## config.mk

```make
export PLATFORM = sky130hd
export DESIGN_NAME = pipeline_mem_arbiter
export DESIGN_NICKNAME = d
export VERILOG_FILES = /design/src/rtl/pipeline_pkg.sv /design/src/rtl/arb_timeout_cnt.sv /design/src/rtl/pipeline_mem_arbiter.sv
export SDC_FILE = /design/constraint.sdc
export NUM_CORES = 1
export LEC_CHECK = 0
export CAP_MARGIN = 15
export CORE_MARGIN = 1
export CORE_UTILIZATION = 35
export DETAILED_ROUTE_END_ITERATION = 12
export PLACE_DENSITY = 0.75
export SLEW_MARGIN = 20
export SYNTH_ARGS = -nofsm -noshare
export SYNTH_HDL_FRONTEND = slang
export SYNTH_SLANG_ARGS = --single-unit
```

## constraint.sdc

```tcl
create_clock -name clk -period 2.1 [get_ports clk]
set_input_delay 0.315 -clock clk [delete_from_list [all_inputs] [get_ports clk]]
set_output_delay 0.315 -clock clk [all_outputs]
set_load 0.03 [all_outputs]
```

## src/rtl/pipeline_pkg.sv

```systemverilog
`default_nettype none
// +----------------------------------------------------------------------+
// | pipeline_pkg: shared arbiter state encoding and datapath widths      |
// | Revision: 1.0                                                        |
// +----------------------------------------------------------------------+
package pipeline_pkg;

  typedef enum logic [1:0] {
    IDLE   = 2'd0,
    BUSY_D = 2'd1,
    BUSY_I = 2'd2,
    RESP   = 2'd3
  } arb_state_t;

  localparam int C_DEFAULT_ADDR_W = 32;
  localparam int C_DEFAULT_DATA_W = 32;

endpackage
`default_nettype wire

```

## src/rtl/arb_timeout_cnt.sv

```systemverilog
`default_nettype none
// +----------------------------------------------------------------------+
// | arb_timeout_cnt: clear/enable cycle counter, o_tc at TIMEOUT-1       |
// | Revision: 1.0                                                        |
// +----------------------------------------------------------------------+
module arb_timeout_cnt #(
  parameter int TIMEOUT = 64
) (
  input  logic clk,
  input  logic rst_n,
  input  logic i_clear,
  input  logic i_en,
  output logic o_tc
);

  localparam int CNT_W = (TIMEOUT > 2) ? $clog2(TIMEOUT) : 1;
  localparam logic [CNT_W-1:0] C_LAST = CNT_W'(TIMEOUT - 1);

  logic [CNT_W-1:0] cnt_q;
  logic [CNT_W-1:0] cnt_d;

  always_comb begin
    cnt_d = cnt_q;
    if (i_clear) begin
      cnt_d = '0;
    end else if (i_en) begin
      cnt_d = cnt_q + 1'b1;
    end
  end

  always_ff @(posedge clk or negedge rst_n) begin
    if (!rst_n) begin
      cnt_q <= '0;
    end else begin
      cnt_q <= cnt_d;
    end
  end

  assign o_tc = (cnt_q == C_LAST);

endmodule
`default_nettype wire

```

## src/rtl/pipeline_mem_arbiter.sv

```systemverilog
`default_nettype none
// +----------------------------------------------------------------------+
// | pipeline_mem_arbiter: IF/MEM arbiter for one single-port memory,     |
// | MEM has fixed priority. Option macro: ARB_PERF_COUNTERS_EN           |
// | Revision: 1.0                                                        |
// +----------------------------------------------------------------------+
module pipeline_mem_arbiter
  import pipeline_pkg::*;
#(
  parameter int ADDR_W  = C_DEFAULT_ADDR_W,
  parameter int DATA_W  = C_DEFAULT_DATA_W,
  parameter int TIMEOUT = 64
) (
  input  logic              clk,
  input  logic              rst_n,
  input  logic              if_req,
  input  logic [ADDR_W-1:0] if_addr,
  output logic [DATA_W-1:0] if_rdata,
  output logic              if_ack,
  input  logic              d_req,
  input  logic              d_we,
  input  logic [ADDR_W-1:0] d_addr,
  input  logic [DATA_W-1:0] d_wdata,
  output logic [DATA_W-1:0] d_rdata,
  output logic              d_ack,
  output logic              ram_req,
  output logic              ram_we,
  output logic [ADDR_W-1:0] ram_addr,
  output logic [DATA_W-1:0] ram_wdata,
  input  logic [DATA_W-1:0] ram_rdata,
  input  logic              ram_ready,
  output logic              pipe_stall,
  output logic              timeout_err
`ifdef ARB_PERF_COUNTERS_EN
  ,
  output logic [31:0]       stall_cycles,
  output logic [31:0]       if_starve_cycles
`endif
);

  arb_state_t        state_q, state_d;
  logic              ram_req_q, ram_req_d;
  logic              ram_we_q, ram_we_d;
  logic [ADDR_W-1:0] ram_addr_q, ram_addr_d;
  logic [DATA_W-1:0] ram_wdata_q, ram_wdata_d;
  logic [DATA_W-1:0] if_rdata_q, if_rdata_d;
  logic [DATA_W-1:0] d_rdata_q, d_rdata_d;
  logic              if_ack_q, if_ack_d;
  logic              d_ack_q, d_ack_d;
  logic              timeout_err_q, timeout_err_d;
  logic              busy;
  logic              tmo_tc;

  assign busy = (state_q == BUSY_D) || (state_q == BUSY_I);

  arb_timeout_cnt #(
    .TIMEOUT (TIMEOUT)
  ) u_timeout_cnt (
    .clk     (clk),
    .rst_n   (rst_n),
    .i_clear (!busy),
    .i_en    (busy),
    .o_tc    (tmo_tc)
  );

  always_comb begin
    state_d       = state_q;
    ram_req_d     = ram_req_q;
    ram_we_d      = ram_we_q;
    ram_addr_d    = ram_addr_q;
    ram_wdata_d   = ram_wdata_q;
    if_rdata_d    = if_rdata_q;
    d_rdata_d     = d_rdata_q;
    if_ack_d      = 1'b0;
    d_ack_d       = 1'b0;
    timeout_err_d = timeout_err_q;
    case (state_q)
      IDLE: begin
        if (d_req && !d_ack_q) begin
          state_d     = BUSY_D;
          ram_req_d   = 1'b1;
          ram_we_d    = d_we;
          ram_addr_d  = d_addr;
          ram_wdata_d = d_wdata;
        end else if (if_req && !if_ack_q) begin
          state_d     = BUSY_I;
          ram_req_d   = 1'b1;
          ram_we_d    = 1'b0;
          ram_addr_d  = if_addr;
          ram_wdata_d = '0;
        end
      end
      BUSY_D, BUSY_I: begin
        // Ready wins over a timeout landing on the same cycle.
        if (ram_ready || tmo_tc) begin
          state_d   = RESP;
          ram_req_d = 1'b0;
          ram_we_d  = 1'b0;
          if (!ram_ready) begin
            timeout_err_d = 1'b1;
          end
          if (state_q == BUSY_D) begin
            d_ack_d   = 1'b1;
            d_rdata_d = (ram_ready && !ram_we_q) ? ram_rdata : '0;
          end else begin
            if_ack_d   = 1'b1;
            if_rdata_d = ram_ready ? ram_rdata : '0;
          end
        end
      end
      default: begin
        state_d = IDLE;
      end
    endcase
  end

  always_ff @(posedge clk or negedge rst_n) begin
    if (!rst_n) begin
      state_q       <= IDLE;
      ram_req_q     <= 1'b0;
      ram_we_q      <= 1'b0;
      ram_addr_q    <= '0;
      ram_wdata_q   <= '0;
      if_rdata_q    <= '0;
      d_rdata_q     <= '0;
      if_ack_q      <= 1'b0;
      d_ack_q       <= 1'b0;
      timeout_err_q <= 1'b0;
    end else begin
      state_q       <= state_d;
      ram_req_q     <= ram_req_d;
      ram_we_q      <= ram_we_d;
      ram_addr_q    <= ram_addr_d;
      ram_wdata_q   <= ram_wdata_d;
      if_rdata_q    <= if_rdata_d;
      d_rdata_q     <= d_rdata_d;
      if_ack_q      <= if_ack_d;
      d_ack_q       <= d_ack_d;
      timeout_err_q <= timeout_err_d;
    end
  end

  assign ram_req     = ram_req_q;
  assign ram_we      = ram_we_q;
  assign ram_addr    = ram_addr_q;
  assign ram_wdata   = ram_wdata_q;
  assign if_rdata    = if_rdata_q;
  assign d_rdata     = d_rdata_q;
  assign if_ack      = if_ack_q;
  assign d_ack       = d_ack_q;
  assign timeout_err = timeout_err_q;
  // Low in the ack cycle so the pipeline advances exactly once per access.
  assign pipe_stall  = (d_req && !d_ack_q) || (if_req && !if_ack_q);

`ifdef ARB_PERF_COUNTERS_EN
  logic [31:0] stall_cycles_q, stall_cycles_d;
  logic [31:0] if_starve_cycles_q, if_starve_cycles_d;

  always_comb begin
    stall_cycles_d     = stall_cycles_q;
    if_starve_cycles_d = if_starve_cycles_q;
    if (pipe_stall && (stall_cycles_q != '1)) begin
      stall_cycles_d = stall_cycles_q + 32'd1;
    end
    if (if_req && (state_q == BUSY_D) && (if_starve_cycles_q != '1)) begin
      if_starve_cycles_d = if_starve_cycles_q + 32'd1;
    end
  end

  always_ff @(posedge clk or negedge rst_n) begin
    if (!rst_n) begin
      stall_cycles_q     <= '0;
      if_starve_cycles_q <= '0;
    end else begin
      stall_cycles_q     <= stall_cycles_d;
      if_starve_cycles_q <= if_starve_cycles_d;
    end
  end

  assign stall_cycles     = stall_cycles_q;
  assign if_starve_cycles = if_starve_cycles_q;
`endif

endmodule
`default_nettype wire

```

==> results of run 1 <==
## power groups by stage
| stage | combinational, mW | sequential (mW) | clock (mW) |
|---|---|---|---|
| floorplan | 2.30 | 6.78 | 0 |
| global placement | 7.59 | 4.59 | 0 |
| detailed placement | 7.74 | 4.62 | 0 |
| CTS | 7.76 | 4.62 | 2.92 |
| global route | 8.17 | 4.76 | 3.06 |
| finish | 7.69 | 4.61 | 2.84 |
## worst paths after layout
check                                  startpoint                endpoint  cells past startpoint
max in group asynchronous                   rst_n           ram_wdata[21]                      3
min in group clk           u_timeout_cnt.cnt_q[0]  u_timeout_cnt.cnt_q[0]                      1
hold reg to reg            u_timeout_cnt.cnt_q[0]  u_timeout_cnt.cnt_q[0]                      1
setup reg to reg           u_timeout_cnt.cnt_q[0]              d_rdata[5]                      5
hold / removal                              rst_n            if_rdata[27]                      2
setup / recovery           u_timeout_cnt.cnt_q[0]              d_rdata[5]                      5
## cells by family after synthesis
kind of cell	count (synthesis)
and+or+nand+nor	58
buffers and inverters	38
AOI/OAI and AO/OA	138
muxes	34
xor gates and xnor gates	4
adders and majority gates	4
DFF	141
## worst max-delay path, stage by stage, from the launching register on
cell and delay [ps]:
sky130_fd_sc_hd__dfrtp_1 380, sky130_fd_sc_hd__ha_1 200, sky130_fd_sc_hd__and3_2 250, sky130_fd_sc_hd__a31o_4 190
sky130_fd_sc_hd__nand3_4 330, sky130_fd_sc_hd__a22o_1 370
## placed cells by master (no fill, tap or decap), types with 2 or more instances in the layout
cell,instances
sky130_fd_sc_hd__ha_1,4
sky130_fd_sc_hd__nand2b_1,2
sky130_fd_sc_hd__a31oi_1,2
sky130_fd_sc_hd__clkbuf_16,17
sky130_fd_sc_hd__mux2i_1,33
sky130_fd_sc_hd__clkinv_4,2
sky130_fd_sc_hd__clkbuf_1,2
sky130_fd_sc_hd__xnor2_1,2
sky130_fd_sc_hd__nor2b_1,3
sky130_fd_sc_hd__and3_1,2
sky130_fd_sc_hd__inv_1,4
sky130_fd_sc_hd__o21bai_1,2
sky130_fd_sc_hd__o21ai_0,32
sky130_fd_sc_hd__xor2_1,2
sky130_fd_sc_hd__and2_1,7
sky130_fd_sc_hd__clkinv_2,4
sky130_fd_sc_hd__buf_4,4
sky130_fd_sc_hd__nand3_1,4
sky130_fd_sc_hd__dfrtp_1,141
sky130_fd_sc_hd__buf_12,6
sky130_fd_sc_hd__nand2_1,33
sky130_fd_sc_hd__a22o_1,96
sky130_fd_sc_hd__clkbuf_8,4
sky130_fd_sc_hd__clkdlybuf4s50_1,265
## per-layer routing
| metal | global-route usage | vias to the layer above | share of wire |
|---|---|---|---|
| li1 | - | 2055 | - |
| met1 | 0.219 | 2123 | 0.40 |
| met2 | 0.329 | 200 | 0.49 |
| met3 | 0.0785 | 16 | 0.10 |
| met4 | 0.0692 | 0 | 0.014 |
| met5 | 0 | - | 0 |
## through the flow
stage / setup slack [ps] / std cells / instance area, um2
2_1_floorplan: 389 / 417 / 5550
3_3_place_gp: 293 / 870 / 8430
3_5_place_dp: 210 / 870 / 8430
4_1_cts: 211 / 903 / 9010
5_1_grt: 58.1 / 903 / 9010
6_report: 233 / 903 / 9010
## cell type report
class	count	area, um2
fill	1251	6300
multi-input combinational	238	1810
tap	211	264
clock inverter	9	83.8
clock buffer	23	488
timing repair buffer	277	2820
sequential	141	3530
inverter	4	15.0
## sequential cells by signal, indices dropped and copies added (netlist names)
| signal | count |
|---|---|
| d_rdata | 32 |
| d_ack | 1 |
| u_timeout_cnt.cnt_q | 6 |
| ram_wdata | 32 |
| ram_addr | 32 |
| state_q | 2 |
| if_rdata | 32 |
| ram_we | 1 |
| timeout_err | 1 |
| ram_req | 1 |
| if_ack | 1 |
==> metrics.txt, run 1 <==
Max Transition Viols Final=0; minimum clock period=1870 ps; complex-gate fraction of the synthesized area=0.196; relative contribution of the clock network to total power=0.188; via count of the first global-routing pass=4718; number of DRC violations after detailed routing=0; Primary FF master, synth=sky130_fd_sc_hd__dfrtp_1; Clock Sink Count=141; setup slack on the worst flop-to-flop path=230 ps; DRC marker count from the first detailed-route iteration=154; quantity of gates resized following cts=0; Post-CTS Setup Inserts=0; leakage power figure=4.02 nW; P_int=9.09 mW; total via count in the routed design=4394; endpoint class of the critical path=flip-flop; sequential fraction of design power=0.305; post-synth net total=555; Die Ht=128 um; cells taking the most area after synthesis=sky130_fd_sc_hd__dfrtp_1, sky130_fd_sc_hd__a22o_1, sky130_fd_sc_hd__mux2i_1, sky130_fd_sc_hd__o21ai_0, sky130_fd_sc_hd__nand2_1; maximum clock path buffer count=2; Seq/Total Area, Yosys=0.636; yosys warns=0; number of nets in the layout=817; setup repair after global routing missed its margin=no; commonest cells in the synthesized netlist=sky130_fd_sc_hd__dfrtp_1, sky130_fd_sc_hd__a22o_1, sky130_fd_sc_hd__mux2i_1, sky130_fd_sc_hd__nand2_1, sky130_fd_sc_hd__o21ai_0; share of the clock period used by the worst path after layout=0.889; Min Hold Slack=306 ps; multiplexer share of the synthesized area=0.0616; synthesized cell area=5550 um2; maximum clock rate=536 MHz; critical path peak fanout=33; post-route total power=15.1 mW; number of iterations in the first detailed-routing pass=4; aggregate global-route resource usage=0.193; overall overflow remaining after global route=0; clk root buf=sky130_fd_sc_hd__clkbuf_16; number of buffer cells added on primary ports=267; path type of the worst min-delay path=in2async; IO Pins=268; normalized max-slew margin=0.711; final core utilization=0.588; antenna-violating nets left=0; clock tree from TritonCTS=done; number of levels in the clock H-tree=4; CP arrival=2150 ps; maximum resistive drop on vdd=0.945 mV; count of inserted antenna diode cells=0; share of cells above drive strength 1=0.0694; Avg Cell Area, Syn=13.3 um2; TritonCTS buffer count=17; area of the core region=15300 um2; Initial Util=0.362; global-route wire length before repair=24.2 mm; clock network latency to the later pin of the worst-skew pair=410 ps; weighted congestion reported at the end of routability-driven placement=0.770; cell accounting for the most synthesized area=sky130_fd_sc_hd__dfrtp_1; count of maximum capacitance violations=0; Vias/cell=4.87; logic gate share of total power=0.508; switching part of the total=0.400; startpoint type of the worst setup path=flip-flop; area of the die=16400 um2; pwr/cell area=1680 nW/um2; pin count of the biggest net entering global routing=98; Placement Rows=45; adder and majority cell fraction of the synthesized area=0.00902; setup TNS=0 ps; clock edge transition at the registers on the reported setup and hold paths=60 ps; total of endpoints with negative setup slack in the final report=0; initial antenna violation count=0; kind of critical path=reg2reg; Psw=6.05 mW; cts-stage hold buffer count=1; Total Routed Length=15.3 mm; detailed placer's ending HPWL=10.9 mm; DR WL/cell=16.9 um; die boundary width=128 um; worst endpoint required time=2380 ps; fraction of synthesized cell area taken by the top area cell type=0.636; register bit count reported by yosys=141; fraction of synthesized cell area in xor and xnor cells=0.00632; number of endpoints with negative hold slack in the final report=0; dominant combinational cell family by area after synthesis=compound AO/OA/AOI/OAI gates; result of the run=finished, final reports clean; fraction of the mapped netlist area in simple logic gates=0.0537; largest clock skew in the final design=7.31 ps; most repeated cell in the gate-level netlist after synthesis=sky130_fd_sc_hd__dfrtp_1; post-synth cell types=33; post-synthesis instance total=417; fraction of registers with async set/reset=1.00; number of enable-type register cells in the synthesized netlist=0; Worst Tran Pin Value=434 ps; Synth-to-Final Area Change=62.5%
Power figures use the tool's default switching activity.
==> run 2, diff against run 1 <==
- CORE_UTILIZATION: 35 -> 41
- PLACE_DENSITY: 0.75 -> 0.85
==> metrics.txt, run 2 (synthesis results as in run 1) <==
result of the run=finished, final reports clean (unchanged); total via count in the routed design=4501 (was 4394); Min Hold Slack=436 ps (was 306 ps); Placement Rows=42 (was 45); CP arrival=2150 ps (about the same); minimum clock period=1860 ps (was 1870 ps); Worst Tran Pin Value=507 ps (was 434 ps); Synth-to-Final Area Change=61.6% (was 62.5%); commonest non-fill, non-tap cells in the layout=sky130_fd_sc_hd__clkdlybuf4s50_1, sky130_fd_sc_hd__dfrtp_1, sky130_fd_sc_hd__a22o_1 (unchanged); number of buffer cells added on primary ports=267 (unchanged); number of nets in the layout=819 (was 817); maximum clock path buffer count=2 (unchanged); total of endpoints with negative setup slack in the final report=0 (unchanged); share of the clock period used by the worst path after layout=0.885 (was 0.889); Initial Util=0.419 (was 0.362); clock network latency to the later pin of the worst-skew pair=410 ps (about the same); standard cell area after detailed placement=8390 um2 (was 8430 um2); aggregate global-route resource usage=0.232 (was 0.193); area of the core region=13200 um2 (was 15300 um2); kind of critical path=reg2reg (unchanged); setup repair after global routing missed its margin=no (unchanged); startpoint of the worst register-to-register path=state_q[0] (was u_timeout_cnt.cnt_q[0]); detailed placer's ending HPWL=11.0 mm (was 10.9 mm); TritonCTS buffer count=17 (unchanged); reg2reg path depth=6 (was 5); Die Ht=118 um (was 128 um); count of maximum capacitance violations=0 (unchanged); leakage power figure=4.01 nW (was 4.02 nW); setup TNS=0 ps (unchanged); worst endpoint required time=2390 ps (was 2380 ps); Setup WS post-layout=241 ps (was 233 ps); most common cell after layout, fill and taps aside=sky130_fd_sc_hd__clkdlybuf4s50_1 (unchanged); Max Transition Viols Final=0 (unchanged); cts-stage hold buffer count=1 (unchanged); maximum clock rate=538 MHz (was 536 MHz); normalized max-slew margin=0.662 (was 0.711); critical path peak fanout=32 (was 33); clk root buf=sky130_fd_sc_hd__clkbuf_16 (unchanged); die boundary width=118 um (was 128 um); Total Routed Length=15.7 mm (was 15.3 mm); startpoint type of the worst setup path=flip-flop (unchanged); DR WL/cell=18.1 um (was 16.9 um); IO Pins=268 (unchanged); final core utilization=0.677 (was 0.588); largest clock skew in the final design=5.68 ps (was 7.31 ps); number of iterations in the first detailed-routing pass=4 (unchanged); overall overflow remaining after global route=0 (unchanged); global-route wire length before repair=25.0 mm (was 24.2 mm); count of inserted antenna diode cells=0 (unchanged); maximum resistive drop on vdd=1.02 mV (was 0.945 mV); end of the worst register-to-register path=if_rdata[6] (was d_rdata[5]); area of the die=14000 um2 (was 16400 um2); antenna-violating nets left=0 (unchanged); path type of the worst min-delay path=in2async (unchanged); Clock Sink Count=141 (unchanged); number of endpoints with negative hold slack in the final report=0 (unchanged); share of cells above drive strength 1=0.0723 (was 0.0694); Post-CTS Setup Inserts=0 (unchanged); number of levels in the clock H-tree=4 (unchanged); via count of the first global-routing pass=4822 (was 4718); clock edge transition at the registers on the reported setup and hold paths=60 ps (about the same); pwr/cell area=1700 nW/um2 (was 1680 nW/um2); pin count of the biggest net entering global routing=98 (unchanged); clock tree from TritonCTS=done (unchanged); endpoint class of the critical path=flip-flop (unchanged); DRC marker count from the first detailed-route iteration=210 (was 154); initial antenna violation count=0 (unchanged); setup slack on the worst flop-to-flop path=240 ps (was 230 ps); quantity of gates resized following cts=0 (unchanged); number of DRC violations after detailed routing=0 (unchanged); weighted congestion reported at the end of routability-driven placement=0.834 (was 0.770); Vias/cell=5.19 (was 4.87); total non-filler cell area in the finished layout=8960 um2 (was 9010 um2); Setup WS pre-CTS=233 ps (was 210 ps)
==> run 2: cell types whose count changed in the layout (fill, tap and decap cells not counted), sizes merged <==
cell      previous run  this run
inv                  5         4
clkinvlp             1         4
buf                 11        13
clkbuf              23        18
bufinv               1         2
==> run 2: per-layer routing <==
| metal | share of wire | global-route usage |
|---|---|---|
| met5 | 0 | 0 |
| met4 | 0.016 | 0.0825 |
| met3 | 0.078 | 0.0772 |
| met2 | 0.51 | 0.393 |
| met1 | 0.40 | 0.274 |
==> run 2: worst max path at each step <==
stage / start / to / slack [ps] / cells past startpoint
2_1_floorplan: u_timeout_cnt.cnt_q[0] / state_q[1] / 390 / 5
3_3_place_gp: ram_ready / d_rdata[7] / 300 / 4
3_5_place_dp: state_q[0] / if_rdata[11] / 230 / 6
4_1_cts: ram_we / ram_we / 220 / 1
5_1_grt: state_q[0] / if_rdata[6] / 120 / 6
6_report: state_q[0] / if_rdata[6] / 240 / 6
==> run 2: report_power, final <==
part / switching [mW] / total [mW] / internal (mW) / leakage [nW]
registers: 0.727 / 4.65 / 3.93 / 1.78
logic: 4.30 / 7.71 / 3.41 / 1.96
clock network: 1.08 / 2.84 / 1.75 / 0.269
total: 6.11 / 15.2 / 9.09 / 4.01
==> run 2: worst max-delay path, cell delays in order (launching register included) <==
cell and delay, ps:
sky130_fd_sc_hd__dfrtp_1 370, sky130_fd_sc_hd__inv_1 70, sky130_fd_sc_hd__ha_1 430, sky130_fd_sc_hd__and2b_1 240, sky130_fd_sc_hd__and2_1 150, sky130_fd_sc_hd__buf_4 230
sky130_fd_sc_hd__a22o_1 230
==> run 2: area by class of cell <==
cell class                 count  area (um2)
clock buffer                  18         439
clock inverter                12         124
fill                         926        4280
inverter                       4        15.0
multi-input combinational    238        1810
sequential                   141        3530
tap                          176         220
timing repair buffer         279        2830
==> run 2: metrics by stage <==
step	std cells	power (mW)
2_1_floorplan	417	9.08
3_3_place_gp	837	12.1
3_5_place_dp	837	12.4
4_1_cts	868	15.3
5_1_grt	868	15.9
6_report	868	15.2
==> run 3, diff against run 2 <==
- CELL_PAD_IN_SITES_DETAIL_PLACEMENT: unset -> 2
- CELL_PAD_IN_SITES_GLOBAL_PLACEMENT: unset -> 2
- CORE_UTILIZATION: 41 -> 25
- CTS_CLUSTER_DIAMETER: unset -> 50
- PLACE_DENSITY: 0.85 -> 0.84
- SLEW_MARGIN: 20 -> 40
==> metrics.txt, run 3 (synthesis results as in run 1) <==
minimum clock period=1980 ps (was 1860 ps); aggregate global-route resource usage=0.177 (was 0.232); Worst Tran Pin Value=483 ps (was 507 ps); Total Routed Length=19.9 mm (was 15.7 mm); detailed placer's ending HPWL=14.5 mm (was 11.0 mm); Top Usage Layer GRT=met2 (unchanged); clock tree from TritonCTS=done (unchanged); cts-stage hold buffer count=1 (unchanged); global routing usage on met2=0.308 (was 0.393); Global Route met1 Usage=0.205 (was 0.274); clock edge transition at the registers on the reported setup and hold paths=60 ps (about the same); post-route total power=15.5 mW (was 15.2 mW); Placement Rows=54 (was 42); weighted congestion reported at the end of routability-driven placement=0.774 (was 0.834); DRC marker count from the first detailed-route iteration=123 (was 210); maximum clock rate=505 MHz (was 538 MHz); multi-input combinational cell area=1810 um2 (unchanged); DR WL/cell=20.4 um (was 18.1 um); number of levels in the clock H-tree=4 (unchanged); pwr/cell area=1700 nW/um2 (about the same); Filler Cells Inserted=2186 (was 926); Initial Util=0.255 (was 0.419); family with the most delay on the worst path=simple AND/OR/NAND/NOR gates (was adder cells); kind of critical path=reg2reg (unchanged); count of maximum capacitance violations=0 (unchanged); normalized max-slew margin=0.678 (was 0.662); total via count in the routed design=4569 (was 4501); maximum clock path buffer count=2 (unchanged); quantity of gates resized following cts=0 (unchanged); Die Ht=151 um (was 118 um); number of endpoints with negative hold slack in the final report=0 (unchanged); Synth-to-Final Area Change=64.4% (was 61.6%); Max Transition Viols Final=0 (unchanged); setup TNS=0 ps (unchanged); Cell Chain, Critical Path=ha_1 > and3_2 > a31o_4 > nand3_4 > a22o_1 (was inv_1 > ha_1 > and2b_1 > and2_1 > buf_4 > a22o_1); clock network latency to the later pin of the worst-skew pair=420 ps (was 410 ps); commonest non-fill, non-tap cells in the layout=sky130_fd_sc_hd__clkdlybuf4s50_1, sky130_fd_sc_hd__dfrtp_1, sky130_fd_sc_hd__a22o_1 (unchanged); global-route wire length before repair=30.3 mm (was 25.0 mm); critical-path cell with the highest stage delay=sky130_fd_sc_hd__dfrtp_1 (was sky130_fd_sc_hd__ha_1); via count of the first global-routing pass=5329 (was 4822); met3 track utilization from global routing=0.0518 (was 0.0772); maximum single-stage delay on the critical path=410 ps (was 430 ps); Clock Sink Count=141 (unchanged); area of the die=22800 um2 (was 14000 um2); critical path peak fanout=33 (was 32); antenna-violating nets left=0 (unchanged); area taken by flip-flops and latches=3530 um2 (unchanged); setup repair after global routing missed its margin=no (unchanged); path type of the worst min-delay path=in2async (unchanged); pin count of the biggest net entering global routing=73 (was 98); number of nets in the layout=820 (was 819); worst endpoint required time=2400 ps (was 2390 ps); IO Pins=268 (unchanged); Vias/cell=4.69 (was 5.19); most common cell after layout, fill and taps aside=sky130_fd_sc_hd__clkdlybuf4s50_1 (unchanged); number of buffer cells added on primary ports=267 (unchanged); count of buffer and inverter cells on the critical path=0 (was 2); die boundary width=151 um (was 118 um); count of inserted antenna diode cells=0 (unchanged); overall overflow remaining after global route=0 (unchanged); area of the core region=21800 um2 (was 13200 um2); result of the run=finished, final reports clean (unchanged); share of cells above drive strength 1=0.0763 (was 0.0723); endpoint class of the critical path=flip-flop (unchanged); TritonCTS buffer count=17 (unchanged); largest clock skew in the final design=7.88 ps (was 5.68 ps); startpoint type of the worst setup path=flip-flop (unchanged); share of the clock period used by the worst path after layout=0.942 (was 0.885); initial antenna violation count=0 (unchanged); total of endpoints with negative setup slack in the final report=0 (unchanged); standard cell area after detailed placement=8540 um2 (was 8390 um2); clk root buf=sky130_fd_sc_hd__clkbuf_16 (unchanged); maximum resistive drop on vdd=0.718 mV (was 1.02 mV); leakage power figure=4.02 nW (was 4.01 nW); CP arrival=2280 ps (was 2150 ps); number of DRC violations after detailed routing=0 (unchanged); Post-CTS Setup Inserts=0 (unchanged); number of iterations in the first detailed-routing pass=4 (unchanged); total non-filler cell area in the finished layout=9120 um2 (was 8960 um2)
==> run 3: routing by layer <==
layer,vias up,part of all wire,wire (um)
li1,2056,-,-
met1,2306,0.40,8030
met2,184,0.51,10100
met3,23,0.073,1460
met4,0,0.018,368
met5,-,0,0
==> run 3: cell type report <==
cell class | instances | share of cell area
flip-flops and latches | 141 | 0.387
repair buffers | 280 | 0.312
multi-input cells | 238 | 0.198
clock buffers | 18 | 0.0481
well taps | 280 | 0.0384
clock inverters | 14 | 0.0145
inverters | 4 | 0.00165
==> run 3: final timing paths <==
path | from | end | slack (ps) | depth (start not counted)
worst max-delay path | u_timeout_cnt.cnt_q[0] | d_rdata[7] | 120 | 5
worst min-delay path | rst_n | ram_wdata[13] | 410 | 2
worst max register to register | u_timeout_cnt.cnt_q[0] | d_rdata[7] | 120 | 5
worst min register to register | ram_addr[3] | ram_addr[3] | 480 | 2
max in group asynchronous | rst_n | d_rdata[22] | 1070 | 3
min in group clk | ram_addr[3] | ram_addr[3] | 480 | 2
==> run 3: power breakdown <==
group | switching (mW) | internal [mW]
logic | 4.50 | 3.45
clock network | 1.25 | 1.68
registers | 0.741 | 3.92
total | 6.50 | 9.05
==> run 3: metrics by stage <==
step                      std cells  hold WS, ps  worst slack (ps)   util
after global placement          942          290               232  0.393
after global routing            975          428              4.64  0.419
after detailed placement        942          299               126  0.393
after floorplan                 417         19.4               389      -
final                           975          413               121  0.419
after CTS                       975          416              88.1  0.419
